===== src/rtl/mem_arb_pkg.sv =====
// Shared types and constants for the instruction/data memory arbiter.
// The state encoding and the latched command shape are defined here.
package mem_arb_pkg;

    localparam int TIMEOUT_DEFAULT = 16;
    localparam int CTR_W           = 8;

    typedef enum logic [1:0] {
        IDLE    = 2'd0,
        IF_BUSY = 2'd1,
        DM_BUSY = 2'd2,
        RESP    = 2'd3
    } arb_state_t;

    // Command latched at grant; drives the memory port for the whole BUSY phase.
    typedef struct packed {
        logic        we;
        logic [31:0] addr;
        logic [31:0] wdata;
    } mem_cmd_t;

    function automatic logic is_busy(input arb_state_t s);
        return (s == IF_BUSY) || (s == DM_BUSY);
    endfunction

endpackage


===== src/rtl/mem_arbiter_timeout_ctr.sv =====
// Access watchdog: counts BUSY cycles without an ack and flags the cycle
// on which the count would reach LIMIT.
module timeout_ctr
    import mem_arb_pkg::*;
#(
    parameter int LIMIT = TIMEOUT_DEFAULT
) (
    input  logic clk,
    input  logic rst,
    input  logic clr,
    input  logic en,
    output logic expired
);

    logic [CTR_W-1:0] cnt;

    always_ff @(posedge clk or posedge rst) begin
        if (rst) begin
            cnt <= '0;
        end else if (clr) begin
            cnt <= '0;
        end else if (en) begin
            cnt <= cnt + CTR_W'(1);
        end
    end

    // Expiry is qualified by en, so an ack on the final cycle always wins.
    assign expired = en && (cnt == CTR_W'(LIMIT - 1));

endmodule


===== src/rtl/mem_arbiter.sv =====
// Arbitrates instruction fetch and data load/store onto one memory port.
// Data wins ties; each access runs grant -> BUSY -> one-cycle RESP -> IDLE.
module mem_arbiter
    import mem_arb_pkg::*;
#(
    parameter int TIMEOUT = TIMEOUT_DEFAULT
) (
    input  logic        clk,
    input  logic        rst,
    input  logic        if_req,
    input  logic [31:0] if_addr,
    output logic [31:0] if_rdata,
    output logic        if_valid,
    input  logic        dm_req,
    input  logic        dm_we,
    input  logic [31:0] dm_addr,
    input  logic [31:0] dm_wdata,
    output logic [31:0] dm_rdata,
    output logic        dm_valid,
    output logic        resp_err,
    output logic        mem_req,
    output logic        mem_we,
    output logic [31:0] mem_addr,
    output logic [31:0] mem_wdata,
    input  logic [31:0] mem_rdata,
    input  logic        mem_ack,
    output logic        stall
);

    arb_state_t state;
    mem_cmd_t   cmd;
    logic       grant;
    logic       busy;
    logic       expired;

    assign busy  = is_busy(state);
    assign grant = (state == IDLE) && (dm_req || if_req);

    timeout_ctr #(.LIMIT(TIMEOUT)) u_tmo (
        .clk     (clk),
        .rst     (rst),
        .clr     (grant),
        .en      (busy && !mem_ack),
        .expired (expired)
    );

    always_ff @(posedge clk or posedge rst) begin
        if (rst) begin
            state    <= IDLE;
            cmd      <= '0;
            mem_req  <= 1'b0;
            mem_we   <= 1'b0;
            if_valid <= 1'b0;
            dm_valid <= 1'b0;
            resp_err <= 1'b0;
            if_rdata <= '0;
            dm_rdata <= '0;
        end else begin
            if_valid <= 1'b0;
            dm_valid <= 1'b0;
            resp_err <= 1'b0;
            case (state)
                IDLE: begin
                    if (dm_req) begin
                        state     <= DM_BUSY;
                        cmd.we    <= dm_we;
                        cmd.addr  <= dm_addr;
                        cmd.wdata <= dm_wdata;
                        mem_req   <= 1'b1;
                        mem_we    <= dm_we;
                    end else if (if_req) begin
                        state     <= IF_BUSY;
                        cmd.we    <= 1'b0;
                        cmd.addr  <= if_addr;
                        cmd.wdata <= '0;
                        mem_req   <= 1'b1;
                        mem_we    <= 1'b0;
                    end
                end
                IF_BUSY, DM_BUSY: begin
                    if (mem_ack || expired) begin
                        state    <= RESP;
                        mem_req  <= 1'b0;
                        mem_we   <= 1'b0;
                        resp_err <= !mem_ack;
                        if (state == IF_BUSY) begin
                            if_valid <= 1'b1;
                            if_rdata <= mem_ack ? mem_rdata : 32'h0;
                        end else begin
                            dm_valid <= 1'b1;
                            // A completed store keeps the last load result.
                            if (!mem_ack)
                                dm_rdata <= 32'h0;
                            else if (!cmd.we)
                                dm_rdata <= mem_rdata;
                        end
                    end
                end
                RESP:    state <= IDLE;
                default: state <= IDLE;
            endcase
        end
    end

    assign mem_addr  = cmd.addr;
    assign mem_wdata = cmd.wdata;
    assign stall     = (if_req && !if_valid) || (dm_req && !dm_valid);

endmodule

===== config.mk =====
export PLATFORM = sky130hd
export DESIGN_NAME = mem_arbiter
export DESIGN_NICKNAME = d
export VERILOG_FILES = /design/src/rtl/mem_arb_pkg.sv /design/src/rtl/mem_arbiter_timeout_ctr.sv /design/src/rtl/mem_arbiter.sv
export SDC_FILE = /design/constraint.sdc
export NUM_CORES = 1
export LEC_CHECK = 0
export CORE_MARGIN = 2
export CORE_UTILIZATION = 43
export DETAILED_ROUTE_END_ITERATION = 8
export GPL_TIMING_DRIVEN = 1
export HOLD_SLACK_MARGIN = 0.05
export PLACE_DENSITY = 0.81
export SYNTH_ARGS = -nofsm -noshare
export SYNTH_HDL_FRONTEND = slang
export SYNTH_SLANG_ARGS = --single-unit

===== constraint.sdc =====
create_clock -name clk -period 6.1 [get_ports clk]
set_clock_uncertainty 0.15 [all_clocks]
set_input_delay 1.22 -clock clk [delete_from_list [all_inputs] [get_ports clk]]
set_output_delay 1.22 -clock clk [all_outputs]
set_load 0.01 [all_outputs]

==> results_dict.tcl <==
set metrics [dict create \
    synth_seq_area_share_pct 56.11 \
    wl_per_cell_um 19.08 \
    vias_in_the_first_global_route 5222 \
    fp-row-count 44 \
    die_footprint_um2 15930 \
    cts-buffers-inserted 17 \
    seq_area_um2 3603 \
    async_reset_ff_share_pct 100.0 \
    detailedRoute.firstIterationViolations 242 \
    cts_resized 0 \
    dpl.hpwl_mm 12.28 \
    die_x_um 126.2 \
    max_cap_viol_count 0 \
    initial_antenna_violation_count 0 \
    synth.cell_area_um2 6422 \
    clock_tree.buffer_depth 2 \
    worstHoldPathType "reg -> reg" \
    synth.distinct_cells 38 \
    fillCellCount 1087 \
    status "finished, final reports clean" \
    postSynthRegisterBits 144 \
    final_period_minus_worst_setup_slack_ps 4012 \
    synth-edff-count 0 \
    htree_num_levels 4 \
    antenna_left 0 \
    grt_use_total_pct 22.18 \
    fin_tns_setup_ps 0 \
    rsz_0062_raised_after_global_routing "no" \
    crit_path_max_fanout 4 \
    tritoncts "built" \
    placement.io_buffers 267 \
    ioPinCount 268 \
    finish.instance_area_um2 9303 \
    ys.warnings.count 0 \
    grt_max_degree 99 \
    hold_violations 0 \
    maxSlewHeadroom_pct 15.88 \
    postSynthNetCount 678 \
    syn2layout_area_growth_pct 44.85 \
    detailedPlace.worstSlack_ps 2062 \
    core-area_um2 14590 \
    p_leak_nw 4.101 \
    clkSlewWorstSetupHoldPaths_ps 50 \
    gp_routability_congestion 0.8421 \
    netlist_instances 541 \
    post-layout-total-power_w 0.004956 \
    cellPowerDensity_nw_per_um2 532.7 \
    vdd_ir_drop_max_mv 0.2637 \
    via_count 4997 \
    multiInputGateArea_um2 2143 \
    cts-hold-fix-buffers 0 \
    timing.fmax_mhz 249.3 \
    grt_first_pass_wirelength_mm 27.83 \
    setup_slack_ps 2088 \
    post_layout_nets 866 \
    via_per_inst 5.408 \
    avgSynthCellArea_um2 11.87 \
    total_placed_instance_area_um2 8728 \
    ctsRootBufferMaster "clkbuf_16" \
    insertion_delay_ps 420 \
    cp.required_ps 4730 \
    final.period_utilization_pct 65.77 \
    drive_above_1_share_pct 6.216 \
    number_of_failing_setup_endpoints_in_the_final_timing_report 0 \
    slew_viol_final 0 \
    starting_utilization_of_the_core_area_pct 44.02 \
    ys_dominant_reg_cell "dfrtp_1" \
    utilization_pct 63.77 \
    gr-total-overflow 0 \
    post_cts_buffers 0 \
    tightest_slew_ps 1262 \
    die_height_um 126.2 \
    criticalPathCategory "in -> out" \
    drc 0 \
    worst_setup_path_end_kind "primary output" \
    clkSinkCount 144 \
    drt_wl_total_mm 17.63 \
    first_pass_iters 4 \
    cp_data_arrival_time_ps 2640 \
    cp-start-kind "input pin" \
    antenna_cells_inserted 0 \
]
==> critical path, stage by stage <==
cell             delay [ps]
clkdlybuf4s50_1         580
inv_1                    70
o22ai_1                 160
clkdlybuf4s50_1         610
==> per-stage QoR <==
| step | std cells | hold WS, ps |
|---|---|---|
| 3_3_place_gp | 894 | 312.0 |
| 6_report | 924 | 329.6 |
| 5_1_grt | 924 | 368.0 |
| 4_1_cts | 924 | 336.8 |
| 3_5_place_dp | 894 | 324.3 |
| 2_1_floorplan | 541 | 301.0 |
==> placed cells by master, fill, tap and decap left out, types with 4 or more instances in the layout <==
cell type / Yosys / routed
clkinv_2: 0 / 5
clkbuf_16: 0 / 17
clkdlybuf4s50_1: 0 / 266
xor2_1: 4 / 4
mux2i_1: 33 / 33
o21ai_0: 18 / 18
nor2_1: 8 / 8
buf_4: 64 / 7
clkinvlp_4: 0 / 4
inv_1: 5 / 4
o21ai_1: 18 / 17
a22o_1: 127 / 127
dfrtp_1: 144 / 144
nand2_1: 40 / 40
==> flip-flops by register name (all words and copies together), names as in the netlist <==
signal     count
mem_addr      32
dm_rdata      32
mem_we         1
mem_req        1
if_rdata      32
resp_err       1
mem_wdata     32
state          2
u_tmo.cnt      8
cmd            1
if_valid       1
dm_valid       1
==> cell usage after synthesis (2+ instances only) <==
cell	number	share of area [%]
buf_2	5	0.39
inv_1	5	0.29
o21ai_1	18	1.4
buf_4	64	7.5
nor2_1	8	0.47
dfrtp_1	144	56
and3_1	2	0.19
nand4_1	3	0.29
nand3_1	2	0.16
o21ai_0	18	1.4
ha_1	3	0.58
xnor2_1	2	0.27
a22o_1	127	17
nor2b_1	3	0.29
nand2b_1	2	0.19
clkbuf_1	31	1.8
nand2_1	40	2.3
inv_2	2	0.12
buf_1	2	0.12
a21oi_1	3	0.23
o2bb2ai_1	2	0.27
mux2i_1	33	5.1
xor2_1	4	0.55
o22ai_1	2	0.19
buf_6	3	0.53
==> per-layer routing <==
layer,track usage (%),part of all wire [%]
met5,0,0
met4,7.563,1.8
met3,8.241,8.9
met1,26.80,40
met2,36.75,49
==> final timing paths <==
kind	start	to	slack [ps]	cells after the start
max in group asynchronous	rst	mem_addr[13]$_DFFE_PP0P_	3380	3
setup reg to reg	state[0]$_DFFE_PP0P_	dm_rdata[21]$_DFFE_PP0P_	3580	6
setup / recovery	if_req	stall	2090	4
hold reg to reg	mem_addr[19]$_DFFE_PP0P_	mem_addr[19]$_DFFE_PP0P_	330	2
hold / removal	mem_addr[19]$_DFFE_PP0P_	mem_addr[19]$_DFFE_PP0P_	330	2
min in group asynchronous	rst	if_rdata[22]$_DFFE_PP0P_	1190	2
==> power by group <==
part | internal, W | switching (W)
logic | 0.00127 | 0.00101
clock network | 0.000633 | 0.000388
registers | 0.00139 | 0.000271
==> cell type report <==
cell class	instances	area share [%]
flip-flops and latches	144	38.74
repair buffers	274	29.24
multi-input cells	285	23.04
clock buffers	18	4.613
well taps	184	2.475
clock inverters	12	1.560
inverters	7	0.3362
==> kinds of logic (layout without fill, tap and decap cells) <==
family	after synthesis	count (layout)	share of synthesized area, %
XOR/XNOR	6	6	0.8182
buffers and inverters	112	311	10.73
adder cells (fa/ha/maj)	3	3	0.5845
multiplexers	33	33	5.143
AND/OR/NAND/NOR	68	68	5.007
AO/OA/AOI/OAI	175	175	21.61
flip-flops	144	144	56.11
(Power assumes the default switching activity.)
